### config.mk
export PLATFORM = sky130hd
export DESIGN_NAME = seg_scan_ctrl
export DESIGN_NICKNAME = d
export VERILOG_FILES = /design/src/rtl/seg_scan_ctrl_pkg.sv /design/src/rtl/seg_scan_ctrl_bcd3bit.sv /design/src/rtl/seg_scan_ctrl.sv
export SDC_FILE = /design/constraint.sdc
export NUM_CORES = 1
export LEC_CHECK = 0
export ABC_AREA = 1
export BUFFER_PORTS_ARGS = -buffer_cell sky130_fd_sc_hd__buf_2
export CAP_MARGIN = 5
export CORE_MARGIN = 10
export CORE_UTILIZATION = 40
export CTS_CLUSTER_SIZE = 30
export DETAILED_ROUTE_END_ITERATION = 8
export GPL_ROUTABILITY_DRIVEN = 0
export PLACE_DENSITY_LB_ADDON = 0.3
export REMOVE_ABC_BUFFERS = 1
export SYNTH_ARGS = -nofsm -noshare
export SYNTH_HDL_FRONTEND = slang
export SYNTH_HIERARCHICAL = 1
export SYNTH_SLANG_ARGS = --single-unit
### constraint.sdc
create_clock -name clk -period 2.4 [get_ports clk]
set_input_delay 0.48 -clock clk [delete_from_list [all_inputs] [get_ports clk]]
set_output_delay 0.48 -clock clk [all_outputs]
set_load 0.005 [all_outputs]
### src/rtl/seg_scan_ctrl_pkg.sv
// Shared constants, digit-entry layout and FSM encodings for the front-panel scanner.
// Collects the blank pattern, entry field widths and the clog2 helper in one place.
package seg_scan_ctrl_pkg;

   localparam logic [6:0] SEG_BLANK   = 7'h7F;
   localparam int         DIGIT_VAL_W = 3;

   localparam logic [0:0] ST_DARK = 1'b0;
   localparam logic [0:0] ST_SCAN = 1'b1;

   typedef struct packed {
      logic                   blank;
      logic [DIGIT_VAL_W-1:0] value;
   } digit_t;

   localparam digit_t DIGIT_RESET = '{blank: 1'b1, value: '0};

   // Never narrower than one bit, so two-entry tables still get an index bit.
   function automatic int clog2_min1(input int n);
      return (n <= 2) ? 1 : $clog2(n);
   endfunction

endpackage

### src/rtl/seg_scan_ctrl_bcd3bit.sv
// Combinational 3-bit digit to active-low 7-segment decoder, output as {s6..s0}.
module seg_scan_ctrl_bcd3bit (
   input  logic [2:0] value,
   output logic [6:0] seg
);

   always_comb begin
      seg = 7'h7F;
      case (value)
         3'd0: seg = 7'h08;
         3'd1: seg = 7'h6D;
         3'd2: seg = 7'h22;
         3'd3: seg = 7'h24;
         3'd4: seg = 7'h45;
         3'd5: seg = 7'h14;
         3'd6: seg = 7'h10;
         3'd7: seg = 7'h2D;
         default: seg = 7'h7F;
      endcase
   end

endmodule

### src/rtl/seg_scan_ctrl.sv
// Multiplexed digit scanner: double-buffered digit file, dwell/guard slot timing,
// atomic frame commit and registered active-low anode/segment drive.
module seg_scan_ctrl
   import seg_scan_ctrl_pkg::*;
#(
   parameter int NUM_DIGITS = 4,
   parameter int DWELL      = 1024,
   parameter int GUARD      = 4
) (
   input  logic                                clk,
   input  logic                                rst,
   input  logic                                en,
   input  logic                                wr_en,
   input  logic [clog2_min1(NUM_DIGITS)-1:0]   wr_addr,
   input  logic [2:0]                          wr_data,
   input  logic                                wr_blank,
   input  logic                                commit,
   output logic                                pending,
   output logic                                frame_done,
   output logic [NUM_DIGITS-1:0]               an,
   output logic [6:0]                          seg
);

   localparam int IDX_W = clog2_min1(NUM_DIGITS);
   localparam int CNT_W = clog2_min1(DWELL);

   localparam logic [CNT_W-1:0] CNT_LAST  = CNT_W'(DWELL - 1);
   localparam logic [CNT_W-1:0] CNT_GUARD = CNT_W'(GUARD);
   localparam logic [IDX_W-1:0] IDX_LAST  = IDX_W'(NUM_DIGITS - 1);

   logic [0:0]             state_reg, state_next;
   logic [CNT_W-1:0]       cnt_reg, cnt_next;
   logic [IDX_W-1:0]       idx_reg, idx_next;
   logic                   pending_reg, pending_next;
   logic                   frame_done_reg;
   logic [NUM_DIGITS-1:0]  an_reg, an_next;
   logic [6:0]             seg_reg, seg_next;

   digit_t [NUM_DIGITS-1:0] active_vec;
   digit_t                  cur_digit;
   logic                    boundary;
   logic                    transfer;
   logic                    show;
   logic [6:0]              dec_seg;

   // Slot timing: both counters clear whenever the display goes dark.
   always_comb begin
      state_next = state_reg;
      cnt_next   = cnt_reg;
      idx_next   = idx_reg;
      if (!en) begin
         state_next = ST_DARK;
         cnt_next   = '0;
         idx_next   = '0;
      end else if (state_reg == ST_DARK) begin
         state_next = ST_SCAN;
         cnt_next   = '0;
         idx_next   = '0;
      end else if (cnt_reg == CNT_LAST) begin
         cnt_next = '0;
         idx_next = (idx_reg == IDX_LAST) ? '0 : idx_reg + 1'b1;
      end else begin
         cnt_next = cnt_reg + 1'b1;
      end
   end

   assign boundary = (state_reg == ST_SCAN) && (cnt_reg == CNT_LAST) && (idx_reg == IDX_LAST);

   // While dark there is no frame to tear, so a pending commit lands immediately.
   assign transfer = ((state_reg == ST_DARK) && pending_reg) ||
                     (boundary && (pending_reg || commit));

   assign pending_next = transfer ? 1'b0 : (pending_reg || commit);

   for (genvar gi = 0; gi < NUM_DIGITS; gi++) begin : g_digit
      digit_t shadow_reg;
      digit_t active_reg;

      // Active copies the pre-write shadow, so a same-cycle write waits for the next commit.
      always_ff @(posedge clk or posedge rst) begin
         if (rst) begin
            shadow_reg <= DIGIT_RESET;
            active_reg <= DIGIT_RESET;
         end else begin
            if (transfer) begin
               active_reg <= shadow_reg;
            end
            if (wr_en && (wr_addr == IDX_W'(gi))) begin
               shadow_reg <= '{blank: wr_blank, value: wr_data};
            end
         end
      end

      assign active_vec[gi] = active_reg;
   end

   assign cur_digit = active_vec[idx_reg];

   seg_scan_ctrl_bcd3bit u_dec (
      .value (cur_digit.value),
      .seg   (dec_seg)
   );

   assign show = (state_reg == ST_SCAN) && (cnt_reg >= CNT_GUARD) && !cur_digit.blank;

   always_comb begin
      an_next = '1;
      if (show) begin
         an_next[idx_reg] = 1'b0;
      end
      seg_next = show ? dec_seg : SEG_BLANK;
   end

   always_ff @(posedge clk or posedge rst) begin
      if (rst) begin
         state_reg      <= ST_DARK;
         cnt_reg        <= '0;
         idx_reg        <= '0;
         pending_reg    <= 1'b0;
         frame_done_reg <= 1'b0;
         an_reg         <= '1;
         seg_reg        <= SEG_BLANK;
      end else begin
         state_reg      <= state_next;
         cnt_reg        <= cnt_next;
         idx_reg        <= idx_next;
         pending_reg    <= pending_next;
         frame_done_reg <= transfer;
         an_reg         <= an_next;
         seg_reg        <= seg_next;
      end
   end

   assign pending    = pending_reg;
   assign frame_done = frame_done_reg;
   assign an         = an_reg;
   assign seg        = seg_reg;

endmodule

==> impl_metrics.csv <==
group,metric,value,unit
placed_design,post-place-ws,0.426,ns
die,floorplan.die.width,102,um
clocking,cts.clk_slew.worst_paths,0.07,ns
worst_setup_path,worst_path_most_repeated_cell,"sky130_fd_sc_hd__inv_1",
timing,setup_viol,0,
grt,grt_pass1_wl,8.73,mm
drt,avgViaCountPerCell,4.77,
die,die_height,102,um
synth,synth.area.top_cells,"sky130_fd_sc_hd__dfrtp_1 (36%), sky130_fd_sc_hd__dfstp_2 (19%), sky130_fd_sc_hd__nand2_1 (11%)",
grt,first_global_vias,1929,
finish,synthToLayoutAreaGrowth,15.4,%
finish,postLayoutCellArea,0.00310,mm2
worst_setup_path,worst-setup-path-type,"flip-flop to flip-flop",
timing,min_period_over_period,0.831,
drt,dr_total_vias,1960,
min_path,holdCritPathClass,"input port to async pin",
grt,grt_max_degree,47,
clocking,cts_buffers,9,
timing,setup_ws,0.405,ns
outcome,run_status,"completed",
timing,worst_slew_margin_rel,0.604,
drt,final_antenna_net_count,0,
synth,synth_top_area_cell,"sky130_fd_sc_hd__dfrtp_1",
worst_setup_path,worst_path_max_delay_cell,"sky130_fd_sc_hd__dfrtp_1",
synth,yosys.cell_types.count,27,
clocking,cts_max_path_buffers,2,
clocking,cts-resized-gates,0,
worst_setup_path,critical_path_required,2.64,ns
worst_setup_path,cp_cell_sequence,"clkinv_1 -> o21ai_0 -> o22ai_1 -> inv_1 -> ha_1 -> nand2_1 -> inv_1 -> nand3b_1",
drt,postRouteWirelength,4.91,mm
die,placementRows,29,
synth,synth.cell_area,0.00268,mm2
die,top_level_i_o_count,24,
timing,grt_setup_unrepaired,"no",
placed_design,placement.io_buffers,23,
timing,fin_tns_setup,0,ns
synth,synth.yosys.seq_area_share,0.550,
placed_design,dp_hpwl,3.54,mm
drt,detail_route.iter0.violations,84,
clocking,tritoncts_clock_tree,"done",
die,initial_core_util,0.418,
synth,yosys.area.top_type_share,0.364,
drt,route.detailed.drc,0,
synth,synth-seq-cells,58,
grt,global_route.usage.total,0.106,
clocking,clk_latency,0.33,ns
die,design.die.area,0.0104,mm2
timing,layout_min_cycle_time,2.00,ns
worst_setup_path,timing.critical_path.to_type,"flip-flop",
finish,nets,351,
flow_run,maxCapViolCount,0,
finish,final_layout_size_suffix_gt1_frac,0.210,
worst_setup_path,worst_setup_path_start_kind,"flip-flop",
power_and_ir_drop,peakVddDrop,389,uV
power_and_ir_drop,power_density,805,mW/mm2
timing,hold_violations,0,
worst_setup_path,critical_path_arrival,2.24,ns
grt,grt-ovfl-total,0,
grt,antenna_found_initial,0,
timing,worstMarginPinSlew,0.593,ns
placed_design,dpl_cell_area,0.00288,mm2
clocking,cts_setup_buffers,0,
finish,count_of_antenna_diodes_in_the_layout,0,
timing,skew,0.0111,ns
finish,n_fill_cell,613,
finish,final_util,0.482,
power_and_ir_drop,leakagePower,1.49,nW
synth,syn-mean-instance-area,8.94,um2
drt,drt_pre_antenna_iters,4,
synth,ys_warn_count,6,
synth,post_synth_inst_count,300,
clocking,clock-sinks,58,
timing,drv_slew,0,
timing,timing.fmax,501,MHz
worst_setup_path,crit_path_max_incr_delay,0.53,ns
die,core_region_area,0.00642,mm2
drt,routedWlPerCell,11.9,um
worst_setup_path,largest_fanout_of_any_net_on_the_critical_path,12,
clocking,hold_buf_cts,0,
clocking,cts.root.buffer_cell,"sky130_fd_sc_hd__clkbuf_8",
clocking,cts.htree.levels,3,
[cells in the mapped netlist]
cell type                  number
sky130_fd_sc_hd__xor2_1         1
sky130_fd_sc_hd__o21ai_0       22
sky130_fd_sc_hd__nand2_4        1
sky130_fd_sc_hd__nor2_4         2
sky130_fd_sc_hd__inv_2          1
sky130_fd_sc_hd__xnor2_1        1
sky130_fd_sc_hd__o22ai_1        3
sky130_fd_sc_hd__nand3_1       29
sky130_fd_sc_hd__nand4_4        1
sky130_fd_sc_hd__buf_6          2
sky130_fd_sc_hd__and2_1         1
sky130_fd_sc_hd__inv_1         26
sky130_fd_sc_hd__nor2_1        32
sky130_fd_sc_hd__a31oi_1        1
sky130_fd_sc_hd__ha_1          11
sky130_fd_sc_hd__nand3b_1       7
sky130_fd_sc_hd__nand4_1        3
sky130_fd_sc_hd__dfstp_2       19
sky130_fd_sc_hd__dfrtp_1       39
sky130_fd_sc_hd__a21oi_1        2
sky130_fd_sc_hd__clkbuf_1       2
sky130_fd_sc_hd__clkinv_1       1
sky130_fd_sc_hd__o21ai_2        2
sky130_fd_sc_hd__nor3_1         3
sky130_fd_sc_hd__buf_2          3
sky130_fd_sc_hd__nand2_1       82
sky130_fd_sc_hd__nand2_2        3
[layout by cell type, fill, tap and decap left out, drive strengths merged]
cell type  instances
nand3b             7
buf               25
nand3             29
nor3               3
o21ai             24
bufinv             2
nor2              34
a21oi              2
dfrtp             39
clkinvlp           1
clkinv             3
xor2               1
o22ai              3
ha                11
xnor2              1
dfstp             19
nand4              4
a31oi              1
clkbuf            11
inv               27
nand2             86
and2               1
[worst max-delay path, delay by kind of cell, from the launching register on]
kind                       cells  cell delay [ns]
AOI/OAI and AO/OA              2             0.42
DFF                            1             0.53
buffers and inverters          3             0.50
and+or+nand+nor                2             0.20
adders and majority gates      1             0.25
[final cells by class]
cell class	count	area (um2)	area share
Clock buffer	11	141	0.0457
Clock inverter	5	77.6	0.0251
Inverter	28	105	0.0340
Multi-Input combinational cell	207	1060	0.342
Sequential cell	58	1480	0.477
Tap cell	77	96.3	0.0311
Timing Repair Buffer	25	143	0.0461
[path summary, 6_finish.rpt]
kind | startpoint | endpoint | slack, ns | depth (start not counted)
setup / recovery | idx_reg[0] | seg[4] | 0.40 | 8
hold / removal | rst | state_reg | 0.09 | 2
setup reg to reg | idx_reg[0] | seg[4] | 0.40 | 8
hold reg to reg | g_digit[3].shadow_reg[3] | active_vec[15] | 0.46 | 2
max in group asynchronous | rst | seg[5] | 1.71 | 3
min in group clk | en | state_reg | 0.27 | 1
[report_power, final]
part           internal [mW]  switching (mW)  total, mW
Clock                  0.609           0.378      0.987
Sequential              1.12          0.0699       1.19
Combinational          0.131           0.190      0.321
Total                   1.86           0.638       2.49
[metal layers]
metal	up-vias	part of all wire	GRT usage
met1	893	0.50	0.136
met4	0	0.019	0.0662
met5	-	0	0
met2	41	0.42	0.150
li1	1018	-	-
met3	8	0.060	0.0385
[metrics by stage]
step	hold WS, ns	instances	total power, mW
global placement	0.452	395	1.52
global route	0.0982	411	2.65
finish	0.0895	411	2.49
CTS	0.0805	411	2.53
detailed placement	0.453	395	1.53
floorplan	0.442	293	1.43
[cell families after synthesis]
group                    count (synthesis)  synth area share
XOR/XNOR                                 2           0.00653
flip-flops                              58             0.550
AND/OR/NAND/NOR                        164             0.276
adder cells (fa/ha/maj)                 11            0.0513
AO/OA/AOI/OAI                           30            0.0606
buffers and inverters                   35            0.0560
(Power assumes the default switching activity.)
